### src/rtl/mux_pkg.sv
// mux_pkg: shared constants and the mode encoding for the N-to-1 pipelined mux.
//   mode_e    : MODE_MANUAL (select from sel) / MODE_RR (round-robin pointer)
//   DEF_WIDTH : default per-channel data width
//   DEF_NIN   : default number of input channels
package mux_pkg;

  typedef enum logic {
    MODE_MANUAL = 1'b0,
    MODE_RR     = 1'b1
  } mode_e;

  localparam int DEF_WIDTH = 16;
  localparam int DEF_NIN   = 4;

endpackage

### src/rtl/rr_sel_ctr.sv
// rr_sel_ctr: round-robin channel pointer for mux_nto1_pipe.
//   clkpos : clock, rising edge
//   rstn   : asynchronous active-low reset, pointer returns to 0
//   adv    : advance the pointer by one this cycle (wraps NIN-1 -> 0)
//   ptr    : current channel index
module rr_sel_ctr
  import mux_pkg::*;
#(
  parameter int NIN  = DEF_NIN,
  parameter int SELW = $clog2(NIN)
) (
  input  logic            clkpos,
  input  logic            rstn,
  input  logic            adv,
  output logic [SELW-1:0] ptr
);

  localparam logic [SELW-1:0] LAST = SELW'(NIN - 1);

  always_ff @(posedge clkpos or negedge rstn) begin
    if (!rstn) begin
      ptr <= '0;
    end else if (adv) begin
      ptr <= (ptr == LAST) ? '0 : ptr + SELW'(1);
    end
  end

endmodule

### src/rtl/mux_nto1_pipe.sv
// mux_nto1_pipe: NIN-to-1 data multiplexer with one registered output stage
// and a valid/ready handshake on both sides.
//   clkpos    : clock, rising edge
//   rstn      : asynchronous active-low reset
//   vdd, vss  : supply pins, no logic function
//   in        : channel data, channel k at [k*WIDTH +: WIDTH]
//   sel       : channel select used in manual mode
//   mode      : 0 manual, 1 round-robin
//   in_valid  : upstream offers a word
//   in_ready  : stage can take a word this cycle
//   out       : registered selected data
//   out_valid : out holds a word
//   out_ready : downstream takes out this cycle
//   out_ch    : channel index that produced out
//   sel_err   : sticky, an out-of-range manual select was accepted
//   err_clr   : synchronous clear of sel_err (a coincident new error wins)
module mux_nto1_pipe
  import mux_pkg::*;
#(
  parameter  int WIDTH = DEF_WIDTH,
  parameter  int NIN   = DEF_NIN,
  localparam int SELW  = $clog2(NIN)
) (
  input  logic                 clkpos,
  input  logic                 rstn,
  input  logic                 vdd,
  input  logic                 vss,
  input  logic [NIN*WIDTH-1:0] in,
  input  logic [SELW-1:0]      sel,
  input  logic                 mode,
  input  logic                 in_valid,
  output logic                 in_ready,
  output logic [WIDTH-1:0]     out,
  output logic                 out_valid,
  input  logic                 out_ready,
  output logic [SELW-1:0]      out_ch,
  output logic                 sel_err,
  input  logic                 err_clr
);

  localparam logic [SELW:0] NIN_EXT = (SELW + 1)'(NIN);

  logic             accept;
  logic             auto_mode;
  logic [SELW-1:0]  rr_ptr;
  logic [SELW-1:0]  eff_idx;
  logic             sel_bad;
  logic [WIDTH-1:0] sel_data;
  logic             unused_supply;

  // Supply pins are carried for cell-library compatibility only.
  assign unused_supply = vdd ^ vss;

  assign in_ready  = !out_valid || out_ready;
  assign accept    = in_valid && in_ready;
  assign auto_mode = (mode_e'(mode) == MODE_RR);

  rr_sel_ctr #(
    .NIN  (NIN),
    .SELW (SELW)
  ) u_rr (
    .clkpos (clkpos),
    .rstn   (rstn),
    .adv    (accept && auto_mode),
    .ptr    (rr_ptr)
  );

  always_comb begin
    eff_idx = auto_mode ? rr_ptr : sel;
    sel_bad = !auto_mode && ({1'b0, sel} >= NIN_EXT);
  end

  // Compare against every legal index so an out-of-range sel never forms
  // an out-of-range part-select; it simply leaves sel_data at zero.
  always_comb begin
    sel_data = '0;
    for (int unsigned k = 0; k < NIN; k++) begin
      if (eff_idx == SELW'(k)) begin
        sel_data = in[k*WIDTH +: WIDTH];
      end
    end
  end

  always_ff @(posedge clkpos or negedge rstn) begin
    if (!rstn) begin
      out       <= '0;
      out_ch    <= '0;
      out_valid <= 1'b0;
    end else if (accept) begin
      out       <= sel_bad ? '0 : sel_data;
      out_ch    <= eff_idx;
      out_valid <= 1'b1;
    end else if (out_ready) begin
      out_valid <= 1'b0;
    end
  end

  always_ff @(posedge clkpos or negedge rstn) begin
    if (!rstn) begin
      sel_err <= 1'b0;
    end else if (accept && sel_bad) begin
      sel_err <= 1'b1;
    end else if (err_clr) begin
      sel_err <= 1'b0;
    end
  end

endmodule

### config.mk
export PLATFORM = sky130hd
export DESIGN_NAME = mux_nto1_pipe
export DESIGN_NICKNAME = d
export VERILOG_FILES = /design/src/rtl/mux_pkg.sv /design/src/rtl/rr_sel_ctr.sv /design/src/rtl/mux_nto1_pipe.sv
export SDC_FILE = /design/constraint.sdc
export NUM_CORES = 1
export LEC_CHECK = 0
export BUFFER_PORTS_ARGS = -buffer_cell sky130_fd_sc_hd__buf_2
export CAP_MARGIN = 20
export CELL_PAD_IN_SITES_DETAIL_PLACEMENT = 1
export CELL_PAD_IN_SITES_GLOBAL_PLACEMENT = 2
export CORE_ASPECT_RATIO = 1.25
export CORE_MARGIN = 1
export CORE_UTILIZATION = 20
export CTS_BUF_LIST = sky130_fd_sc_hd__clkbuf_2
export CTS_CLUSTER_DIAMETER = 40
export CTS_CLUSTER_SIZE = 8
export DETAILED_ROUTE_END_ITERATION = 10
export GPL_TIMING_DRIVEN = 0
export PLACE_DENSITY_LB_ADDON = 0.1
export SLEW_MARGIN = 20
export SYNTH_ARGS = -nofsm -noshare
export SYNTH_HDL_FRONTEND = slang
export SYNTH_HIERARCHICAL = 1
export SYNTH_SLANG_ARGS = --single-unit
### constraint.sdc
create_clock -name clkpos -period 1.73 [get_ports clkpos]
set_input_delay 0.173 -clock clkpos [delete_from_list [all_inputs] [get_ports clkpos]]
set_output_delay 0.173 -clock clkpos [all_outputs]
set_load 0.005 [all_outputs]
---- Word-level counts from Yosys, hierarchy flattened ----
Index checks and enable logic that the tools add are counted.
word-level totals
  bits of input ports ..................... 74
  bits in registers ....................... 21
  word-level logic and storage cells ...... 23
  output and inout port bits .............. 21
operators by class
  equality and inequality tests ........... 4
  mux-type cells .......................... 8
  $add $sub $neg .......................... 1
  reductions and logical operators ........ 6
operators with widths
  kind                                           number
  2-to-1 mux 16 bit                              4
  == test 2 bit, second input constant           3
  2-to-1 mux 2 bit                               2
  adder 2 x 1 -> 2 bit, second input constant    1
  == test 2 x 1 -> 1 bit, second input constant  1
  logical AND 1 bit                              2
  zero test 2 bit                                1
  2-to-1 mux 1 bit                               2
  nonzero test 2 bit                             1
  zero test 1 bit                                1
  logical OR 1 bit                               1

---- Depth between registers and ports, before layout ----
  depth in word-level cells ............... 6
  mapped depth ............................ 6
  gate-level depth less buffers ........... 4

---- Cells and area by module ----
Netlist, hierarchy kept.
by module, submodules not included
  module         times used  cells each  area each (um2)  seq. area each (um2)
  mux_nto1_pipe  1           91          1144.8           475.5
  rr_sel_ctr     1           6           88.8             50.0

---- Worst setup path after synthesis ----
OpenSTA, ideal clock, no wires.
  path type ............................... register to register
  start point ............................. register u_rr.ptr[1]
  end point ............................... register out[0]
  slack ................................... 55 ps
  data required time ...................... 1605 ps
  path buffers ............................ 0
  cell stages (with the launch flop) ...... 4
  arrival ................................. 1550 ps
  setup time .............................. 125 ps
  clock period less this slack ............ 1675 ps
  path through ............................ dfrtp_1 > mux2i_4 > mux4_2 > mux2_4
between the ends
  cells in the longest elaborated chain, start to end .. 6
  elaborated cells between the ends (all ways) .. 9
  classes of those cells .................. eq/ne: 3; mux: 5; reduce/logical: 1
ends and longest elaborated chain
  item                            RTL line             RTL
  start, declared                 rr_sel_ctr.sv:15     output logic [SELW-1:0] ptr
  start signal, assigned          rr_sel_ctr.sv:24     ptr <= (ptr == LAST) ? '0 : ptr + SELW'(1);
  2-to-1 mux 2 bit (*)            mux_nto1_pipe.sv:69  eff_idx = auto_mode ? rr_ptr : sel;
  zero test 2 bit                 mux_nto1_pipe.sv:78  if (eff_idx == SELW'(k)) begin
  2-to-1 mux 16 bit (3 in a row)  mux_nto1_pipe.sv:78
  2-to-1 mux 16 bit (*)           mux_nto1_pipe.sv:78
  end signal, assigned            mux_nto1_pipe.sv:90  out <= sel_bad ? '0 : sel_data;
  end, declared                   mux_nto1_pipe.sv:33  output logic [WIDTH-1:0] out,
Mark *: on every way between the ends. The rest lies on a longest branch, timed or not.
A chain may end at the register's enable or synchronous reset.

---- Worst setup path in the final report ----
  start point ............................. register u_rr.ptr[1]
  end point ............................... register out[1]
The elaborated chain is that of the path after synthesis.

==> flow_metrics.py <==
metrics = {
    "status": {
        "status": "finished, final reports clean",
    },
    "route": {
        "first_pass_iters": 3,
        "drt_iter0_drc": 28,
        "viasPerCell": 4.41,
        "vias": 1234,
        "finalWirelength_um": 4200,
        "ant_nets": 0,
        "wl_per_cell_um": 15.0,
        "drc_errors": 0,
    },
    "synthesis": {
        "ys_ff_latch": 21,
        "yosysSeqAreaShare": 0.426,
        "synthesis.area_mm2": 0.00123,
        "synthCells": 97,
        "synthFlopType": "dfrtp_1",
        "yosysUniqueCellTypes": 19,
        "synth_edf_count": 0,
        "avgSynthCellArea_um2": 12.7,
        "yosysWarnings": 6,
        "syn-num-nets": 172,
        "synthArstFlopShare": 1.00,
    },
    "clocking": {
        "cts_tree": "built",
        "cts_buffer_depth": 2,
        "clock_latency_ps": 330,
        "cts-root-buf": "clkbuf_2",
        "cts_inserted_buffers": 3,
        "htree_levels": 1,
        "cts.clk_slew.worst_paths_ps": 230,
        "cts.sinks": 21,
    },
    "global_routing": {
        "antenna_found_initial": 0,
        "grt-ovfl-total": 0,
        "grt_start_max_net_pins": 22,
        "grt_usage": 0.133,
        "grt_pass1_wl_um": 6630,
        "grt_pass1_vias": 1366,
    },
    "sta": {
        "period_needed_ps": 1730,
        "worst_clock_skew_ps": 13.3,
        "finalHoldViolations": 0,
        "period_share": 0.999,
        "worst_slew_pin_slew_ps": 542,
        "relSlewSlack": 0.638,
        "slew_violations": 0,
        "grt_setup_unrepaired": "true",
        "fmax_mhz": 578,
        "finalSetupViolCount": 0,
        "setup_slack_ps": 0.951,
    },
    "floorplanning": {
        "initial_core_util": 0.211,
        "die_y_um": 89.8,
        "die-width_um": 72.2,
        "dieArea_mm2": 0.00649,
        "core-area_mm2": 0.00586,
        "rows": 31,
        "ios": 95,
    },
    "placed_design": {
        "portBuffers": 90,
        "dp_slack_ps": -186,
        "place_area_mm2": 0.00179,
        "gp_congestion": 0.650,
        "place_inst": 269,
        "dpl.hpwl_um": 3090,
    },
    "setup_path": {
        "path_max_fanout": 5,
        "start_kind": "register",
        "crit_required_ps": 1990,
        "critPathKind": "reg2reg",
        "cp_data_arrival_time_ps": 1990,
        "crit_path_end_kind": "register",
    },
    "power_and_ir_drop": {
        "vdd_ir_drop_max_mv": 0.344,
        "power_density_mw_per_mm2": 1130,
        "p_leak_nw": 0.911,
        "total_power_mw": 2.18,
    },
    "cells_and_area": {
        "final_nets": 274,
        "areaGrowthSynthToFinish_pct": 55.9,
        "instances_no_fill": 280,
        "diodes": 0,
        "drive_gt1_frac": 0.692,
        "final_area_mm2": 0.00192,
    },
    "job": {
        "drv_cap": 0,
    },
    "hold_path": {
        "worst_hold_path_type": "in2reg",
    },
}
[area by class of cell]
| class | count | area (µm²) |
|---|---|---|
| plain buffers | 8 | 58.8 |
| clock buffers | 4 | 20.0 |
| fillers | 696 | 3930 |
| multi-input cells | 68 | 681 |
| flip-flops and latches | 21 | 526 |
| well taps | 82 | 103 |
| repair buffers | 97 | 536 |
[worst paths after layout]
check	start	end	slack, ps	cells after the start
max	u_rr/ptr[1]$_DFFE_PN0P_	out[1]$_DFFE_PN0P_	1	4
min	in_valid	out_valid$_DFFE_PN0P_	90	2
max reg2reg	u_rr/ptr[1]$_DFFE_PN0P_	out[1]$_DFFE_PN0P_	1	4
min reg2reg	out_ch[0]$_DFFE_PN0P_	out_ch[0]$_DFFE_PN0P_	530	1
max in group asynchronous	rstn	out[9]$_DFFE_PN0P_	1060	2
min in group asynchronous	rstn	u_rr/ptr[1]$_DFFE_PN0P_	320	2
[stage by stage]
stage | TNS [ps] | utilization | hold slack [ps]
global route | -331 | 0.328 | 50.8
floorplan | 0 | - | -123
finish | 0 | 0.328 | 86.4
detailed placement | -2260 | 0.305 | 189
global placement | -1190 | 0.305 | 183
CTS | 0 | 0.314 | 61.6
[repair_timing]
item,in CTS,in global routing
gates cloned,0,1
hold buffers,1,0
hold endpoints to repair,21,0
buffers inserted,1,4
gates resized for setup,1,7
pin swaps,0,0
setup endpoints to repair,17,17
[cell usage in the layout, fill, tap and decap left out, types with 2 or more instances in the layout]
cell,n
a21oi_1,11
mux4_2,6
buf_12,2
nor2_1,2
o22ai_2,3
o22ai_1,17
nand2b_1,3
clkbuf_2,4
buf_2,94
mux2_2,13
dfrtp_1,21
mux2_4,6
buf_4,5
[power breakdown]
| part | switching [mW] | internal (mW) | total [mW] |
|---|---|---|---|
| combinational | 0.473 | 0.697 | 1.17 |
| clock | 0.164 | 0.0611 | 0.225 |
| sequential | 0.106 | 0.677 | 0.784 |
[kinds of logic (layout without fill, tap and decap cells)]
logic type / Yosys count / after routing / synth area share
compound gates: 31 / 31 / 0.146
fa+ha+maj: 1 / 1 / 0.0101
buf+inv: 8 / 109 / 0.0375
flops: 21 / 21 / 0.426
mux: 27 / 27 / 0.329
other cells: 1 / 1 / 0.00304
simple gates: 8 / 8 / 0.0487
[registers in the layout (all words and copies together), names as in the netlist]
register	flops
out	16
out_ch	2
u_rr/ptr	2
out_valid	1
[metal layers]
layer / vias up / track usage / routed length, µm
met5: - / 0 / 0
met4: 0 / 0.0343 / 21
met3: 2 / 0.0291 / 344
met2: 59 / 0.227 / 2100
met1: 588 / 0.165 / 1740
li1: 585 / - / -
[critical path, stage by stage, from the launching register on]
cell and delay (ps):
dfrtp_1 460, mux2i_4 240, clkbuf_16 190, mux4_2 500
mux2_4 270
[synth_stat cells (2+ instances only)]
library cell	number	area, µm²
dfrtp_1	21	526
o22ai_1	20	125
mux2_2	13	146
a21oi_1	11	55.1
mux2_4	6	90.1
mux4_2	6	135
buf_2	4	20.0
nand2b_1	3	18.8
clkbuf_1	2	7.51
nor2_1	2	7.51
Power figures use the tool's default switching activity.
